## src/rtl/uart_rx_param.sv

```systemverilog
// Parametrised UART receiver: mid-bit sampling, optional parity, break detection,
// and a single-entry valid/ready output buffer with sticky overrun.
module uart_rx_param #(
  parameter int CLKS_PER_BIT = 10416,
  parameter int DATA_BITS    = 8,
  parameter int PARITY       = 0
) (
  input  logic                 clock,
  input  logic                 reset,
  input  logic                 rx,
  output logic [DATA_BITS-1:0] rx_data,
  output logic                 rx_valid,
  input  logic                 rx_ready,
  output logic                 parity_err,
  output logic                 frame_err,
  output logic                 overrun,
  output logic                 break_det
);

  localparam int CNT_W = $clog2(CLKS_PER_BIT);
  localparam int BIT_W = $clog2(DATA_BITS);
  localparam logic [CNT_W-1:0] CNT_HALF = CNT_W'(CLKS_PER_BIT / 2);
  localparam logic [CNT_W-1:0] CNT_LAST = CNT_W'(CLKS_PER_BIT - 1);
  localparam logic [BIT_W-1:0] BIT_LAST = BIT_W'(DATA_BITS - 1);

  typedef enum logic [2:0] {
    ST_IDLE   = 3'd0,
    ST_START  = 3'd1,
    ST_DATA   = 3'd2,
    ST_PARITY = 3'd3,
    ST_STOP   = 3'd4,
    ST_BRK    = 3'd5
  } state_t;

  function automatic logic parity_err_f(input logic [DATA_BITS-1:0] data, input logic par_bit);
    logic mix;
    mix = (^data) ^ par_bit;
    if (PARITY == 2) begin
      return ~mix;
    end else begin
      return mix;
    end
  endfunction

  logic                 rx_meta_r, rx_sync_r, rx_prev_r;
  state_t               state_r, state_nx_s;
  logic [CNT_W-1:0]     cnt_r;
  logic [BIT_W-1:0]     bit_cnt_r;
  logic [DATA_BITS-1:0] shift_r;
  logic                 par_err_r;
  logic                 cnt_clr_s, shift_s, par_smp_s, done_s, brk_s, hs_s;

  // Two-flop synchroniser plus previous-sample register for start-edge detection
  always_ff @(posedge clock or posedge reset) begin
    if (reset) begin
      rx_meta_r <= 1'b1;
      rx_sync_r <= 1'b1;
      rx_prev_r <= 1'b1;
    end else begin
      rx_meta_r <= rx;
      rx_sync_r <= rx_meta_r;
      rx_prev_r <= rx_sync_r;
    end
  end

  // Frame state, bit timing counters and in-flight word assembly
  always_ff @(posedge clock or posedge reset) begin
    if (reset) begin
      state_r   <= ST_IDLE;
      cnt_r     <= {CNT_W{1'b0}};
      bit_cnt_r <= {BIT_W{1'b0}};
      shift_r   <= {DATA_BITS{1'b0}};
      par_err_r <= 1'b0;
    end else begin
      state_r <= state_nx_s;
      if (cnt_clr_s || state_r == ST_IDLE || state_r == ST_BRK) begin
        cnt_r <= {CNT_W{1'b0}};
      end else begin
        cnt_r <= cnt_r + CNT_W'(1);
      end
      if (state_r == ST_START) begin
        bit_cnt_r <= {BIT_W{1'b0}};
      end else if (shift_s) begin
        bit_cnt_r <= bit_cnt_r + BIT_W'(1);
      end
      if (shift_s) begin
        shift_r <= {rx_sync_r, shift_r[DATA_BITS-1:1]};
      end
      if (par_smp_s) begin
        par_err_r <= parity_err_f(shift_r, rx_sync_r);
      end else if (state_r == ST_START) begin
        par_err_r <= 1'b0;
      end
    end
  end

  // Next-state decode and per-cycle sample strobes
  always_comb begin
    state_nx_s = state_r;
    cnt_clr_s  = 1'b0;
    shift_s    = 1'b0;
    par_smp_s  = 1'b0;
    done_s     = 1'b0;
    brk_s      = 1'b0;
    case (state_r)
      ST_IDLE: begin
        if (!rx_sync_r && rx_prev_r) begin
          state_nx_s = ST_START;
          cnt_clr_s  = 1'b1;
        end else begin
          state_nx_s = ST_IDLE;
        end
      end
      ST_START: begin
        if (cnt_r == CNT_HALF) begin
          cnt_clr_s  = 1'b1;
          state_nx_s = rx_sync_r ? ST_IDLE : ST_DATA;
        end else begin
          state_nx_s = ST_START;
        end
      end
      ST_DATA: begin
        if (cnt_r == CNT_LAST) begin
          shift_s   = 1'b1;
          cnt_clr_s = 1'b1;
          if (bit_cnt_r == BIT_LAST) begin
            state_nx_s = (PARITY != 0) ? ST_PARITY : ST_STOP;
          end else begin
            state_nx_s = ST_DATA;
          end
        end else begin
          state_nx_s = ST_DATA;
        end
      end
      ST_PARITY: begin
        if (cnt_r == CNT_LAST) begin
          par_smp_s  = 1'b1;
          cnt_clr_s  = 1'b1;
          state_nx_s = ST_STOP;
        end else begin
          state_nx_s = ST_PARITY;
        end
      end
      ST_STOP: begin
        if (cnt_r == CNT_LAST) begin
          cnt_clr_s = 1'b1;
          if (!rx_sync_r && shift_r == {DATA_BITS{1'b0}}) begin
            brk_s      = 1'b1;
            state_nx_s = ST_BRK;
          end else begin
            done_s     = 1'b1;
            state_nx_s = ST_IDLE;
          end
        end else begin
          state_nx_s = ST_STOP;
        end
      end
      ST_BRK: begin
        if (rx_sync_r) begin
          cnt_clr_s  = 1'b1;
          state_nx_s = ST_IDLE;
        end else begin
          state_nx_s = ST_BRK;
        end
      end
      default: begin
        cnt_clr_s  = 1'b1;
        state_nx_s = ST_IDLE;
      end
    endcase
  end

  assign hs_s = rx_valid & rx_ready;

  // Output buffer: a completing word replaces the buffer unless it is full and not being drained
  always_ff @(posedge clock or posedge reset) begin
    if (reset) begin
      rx_data    <= {DATA_BITS{1'b0}};
      rx_valid   <= 1'b0;
      parity_err <= 1'b0;
      frame_err  <= 1'b0;
      overrun    <= 1'b0;
      break_det  <= 1'b0;
    end else begin
      break_det <= brk_s;
      if (done_s && rx_valid && !rx_ready) begin
        overrun <= 1'b1;
      end else if (done_s) begin
        rx_data    <= shift_r;
        parity_err <= par_err_r;
        frame_err  <= ~rx_sync_r;
        rx_valid   <= 1'b1;
        if (hs_s) begin
          overrun <= 1'b0;
        end
      end else if (hs_s) begin
        rx_valid <= 1'b0;
        overrun  <= 1'b0;
      end
    end
  end

endmodule

```

## config.mk

```make
export PLATFORM = sky130hd
export DESIGN_NAME = uart_rx_param
export DESIGN_NICKNAME = d
export VERILOG_FILES = /design/src/rtl/uart_rx_param.sv
export SDC_FILE = /design/constraint.sdc
export NUM_CORES = 1
export LEC_CHECK = 0
export BUFFER_PORTS_ARGS = -buffer_cell sky130_fd_sc_hd__buf_2
export CAP_MARGIN = 40
export CORE_MARGIN = 2
export CORE_UTILIZATION = 63
export CTS_CLUSTER_DIAMETER = 80
export DETAILED_ROUTE_END_ITERATION = 6
export GPL_TIMING_DRIVEN = 0
export PLACE_DENSITY = 0.92
export SLEW_MARGIN = 30
export SYNTH_ARGS = -nofsm -noshare
export SYNTH_HDL_FRONTEND = slang
export SYNTH_SLANG_ARGS = --single-unit
```

## constraint.sdc

```tcl
create_clock -name clock -period 5.68 [get_ports clock]
set_clock_uncertainty 0.05 [all_clocks]
set_input_delay 0.284 -clock clock [delete_from_list [all_inputs] [get_ports clock]]
set_output_delay 0.284 -clock clock [all_outputs]
set_load 0.01 [all_outputs]
```

==> results.py <==
metrics = {
    "global_routing": {
        "overflow": 0,
        "grt_antenna_before_repair": 0,
        "grt_first_pass_wirelength_um": 7452,
        "grt_start_max_net_pins": 28,
        "grt_pass1_vias": 1574,
        "grt_usage_pct": 24.08,
    },
    "clock_tree": {
        "cts_buffers": 5,
        "clockBufferDepth": 2,
        "cts_tree": "built",
        "clockRootBuffer": "clkbuf_4",
        "clk_pin_slew_ns": 0.12,
        "cts_setup_buffers": 0,
        "clock-sinks": 45,
        "h-tree-depth": 2,
        "clock_latency_ns": 0.38,
    },
    "drt": {
        "wl_per_cell_um": 15.26,
        "drtPass1Iterations": 4,
        "vias": 1606,
        "wl_um": 4165,
        "vias_per_cell": 5.883,
        "dr.first_iter.drc_count": 104,
        "drc_errors": 0,
        "final_antenna_net_count": 0,
    },
    "floorplan": {
        "die_area_um2": 4056,
        "dieWidth_um": 63.69,
        "row_count": 21,
        "die_h_um": 63.69,
        "start_util_pct": 66.22,
        "coreArea_um2": 3390,
        "io_pins": 17,
    },
    "power_and_ir_drop": {
        "p_leak_nw": 1.229,
        "power_density_nw_per_um2": 239.3,
        "ir_drop_mv": 0.1942,
    },
    "sta": {
        "max_slew.worst_pin.slew_ns": 0.6061,
        "fmax_mhz": 478.6,
        "slew_viol_final": 0,
        "period_share_pct": 36.78,
        "setup-tns-final_ns": 0,
        "period_needed_ns": 2.089,
        "hold_viol_final": 0,
        "rsz0062_at_grt": "false",
        "setup_viol": 0,
        "slew_headroom_pct": 59.53,
    },
    "layout": {
        "antenna_cells": 0,
        "synthToLayoutAreaGrowth_pct": 10.93,
        "post-route-util_pct": 73.46,
        "fin_cells": 273,
        "drive_gt1_share_pct": 22.03,
        "final_nets": 238,
    },
    "worst_setup_path": {
        "rr_endpoint": "cnt_r[7]$_DFF_PP0_",
        "cp_cell_sequence": "ha_1, and4_1, buf_4, nand4_2, buf_6, a22oi_2, buf_2, nor2_1",
        "cp_max_fo": 10,
        "required_ns": 5.90,
        "cpMaxStageDelayCell": "dfrtp_1",
        "end_kind": "flip-flop",
        "r2r_slack_ns": 3.59,
        "critPathMaxStageDelay_ns": 0.42,
        "crit_type": "reg -> reg",
        "path_delay_family": "buffers and inverters",
        "cp-start-kind": "flip-flop",
        "worstPathArrival_ns": 2.31,
        "timing.rr.start": "cnt_r[0]$_DFF_PP0_",
        "rr_worst_depth": 8,
        "path_buf_inv": 3,
    },
    "logic_synthesis": {
        "synth_area_um2": 2245,
        "synth_edf_count": 0,
        "yosys.area.top_type_share_pct": 46.82,
        "synth_cell_types": 48,
        "postSynthAreaPerCell_um2": 11.22,
        "ys_seq_elements": 45,
        "yosys-top-cells-area": "dfrtp_1 47%, mux2_4 6.0%, ha_1 4.5%",
        "synthTopCellsByCount": "42 x dfrtp_1, 14 x inv_1, 13 x nor2_1",
        "yosysWarnings": 0,
        "synth.most_common_cell": "dfrtp_1",
        "synth_top_cell_by_area": "dfrtp_1",
        "syn_nets": 212,
        "ys.flop_type": "dfrtp_1",
        "ys_seq_area_share_pct": 50.33,
        "synthCells": 200,
        "async_reset_ff_share_pct": 100.0,
    },
    "place": {
        "placed_cells": 263,
        "dpl.hpwl_um": 2988,
        "port-buffer-count": 16,
        "routabilityCongestion": 0.8664,
    },
    "run_status": {
        "status": "finished, final reports clean",
    },
    "worst_hold_path": {
        "holdPathStages": 2,
        "min_path_type": "in -> reg",
        "hp-start": "rx_ready",
        "min_to": "overrun$_DFFE_PP0P_",
    },
    "flow_run": {
        "maxCapViolCount": 0,
    },
}
sequential cells by signal (all words and copies together) (netlist names):
register and count:
cnt_r 14, rx_data 8, shift_r 8, bit_cnt_r 3, state_r 3, break_det 1, frame_err 1, overrun 1
par_err_r 1, parity_err 1, rx_meta_r 1, rx_prev_r 1, rx_sync_r 1, rx_valid 1
worst reg2reg max path: stages (launching register included):
cell	delay (ns)
dfrtp_1	0.42
ha_1	0.22
and4_1	0.21
buf_4	0.14
nand4_2	0.12
buf_6	0.17
a22oi_2	0.28
buf_2	0.29
nor2_1	0.08
routing by layer:
metal | track usage, % | wire (µm) | up-vias
met5 | 0 | 0 | -
met4 | 8.152 | 59 | 0
met3 | 6.786 | 182 | 6
met2 | 38.16 | 1988 | 35
met1 | 31.90 | 1934 | 798
li1 | - | - | 767
through the flow:
stage | hold WS [ns] | worst slack (ns) | power, mW | cell area [µm²]
global placement | 0.2986 | 3.627 | 0.4384 | 2382
floorplan | 0.2385 | 3.755 | 0.4220 | 2245
global route | 0.04078 | 3.464 | 0.6287 | 2490
CTS | 0.02783 | 3.575 | 0.5993 | 2490
detailed placement | 0.2988 | 3.596 | 0.4439 | 2410
finish | 0.03096 | 3.591 | 0.5960 | 2490
worst max-delay path by stage:
stage,start,end,slack [ns],cells past startpoint
4_1_cts,cnt_r[0]$_DFF_PP0_,cnt_r[7]$_DFF_PP0_,3.57,8
2_1_floorplan,cnt_r[0]$_DFF_PP0_,parity_err$_DFFE_PP0P_,3.76,8
3_3_place_gp,cnt_r[0]$_DFF_PP0_,cnt_r[4]$_DFF_PP0_,3.63,8
6_report,cnt_r[0]$_DFF_PP0_,cnt_r[7]$_DFF_PP0_,3.59,8
3_5_place_dp,cnt_r[0]$_DFF_PP0_,cnt_r[12]$_DFF_PP0_,3.60,8
5_1_grt,cnt_r[0]$_DFF_PP0_,cnt_r[8]$_DFF_PP0_,3.46,8
layout by cell type, fill, tap and decap left out, drive strengths merged, types with 4 or more instances in the layout:
cell,n
buf,23
inv,14
nand3,7
xnor2,4
xor2,10
a21oi,5
and4,5
o21ai,18
clkbuf,7
nand2,9
mux2,10
ha,8
dfrtp,42
nand4,6
nor2,13
final cells by class:
cell class	count	area (µm²)
well taps	46	57.56
multi-input cells	133	1010
flip-flops and latches	45	1130
clock buffers	5	37.54
clock inverters	3	22.52
repair buffers	19	127.6
inverters	14	52.55
fillers	224	899.6
plain buffers	8	52.55
logic make-up after synthesis:
logic type	synth area share, %
buffers and inverters	4.682
adders and majority gates	4.459
and+or+nand+nor	18.40
xor gates and xnor gates	5.462
AOI/OAI and AO/OA	9.699
DFF	50.33
muxes	6.968
where the power goes:
part | leakage, nW | total [mW] | internal (mW) | switching (mW)
Sequential | 0.602 | 0.360 | 0.340 | 0.0198
Clock | 0.0352 | 0.157 | 0.0490 | 0.108
Combinational | 0.592 | 0.0787 | 0.0338 | 0.0449
Total | 1.23 | 0.596 | 0.423 | 0.173
timing repair:
action,CTS,global route
endpoints found under the hold margin,24,0
gates resized for setup,0,0
hold buffers,2,0
Power figures use the tool's default switching activity.
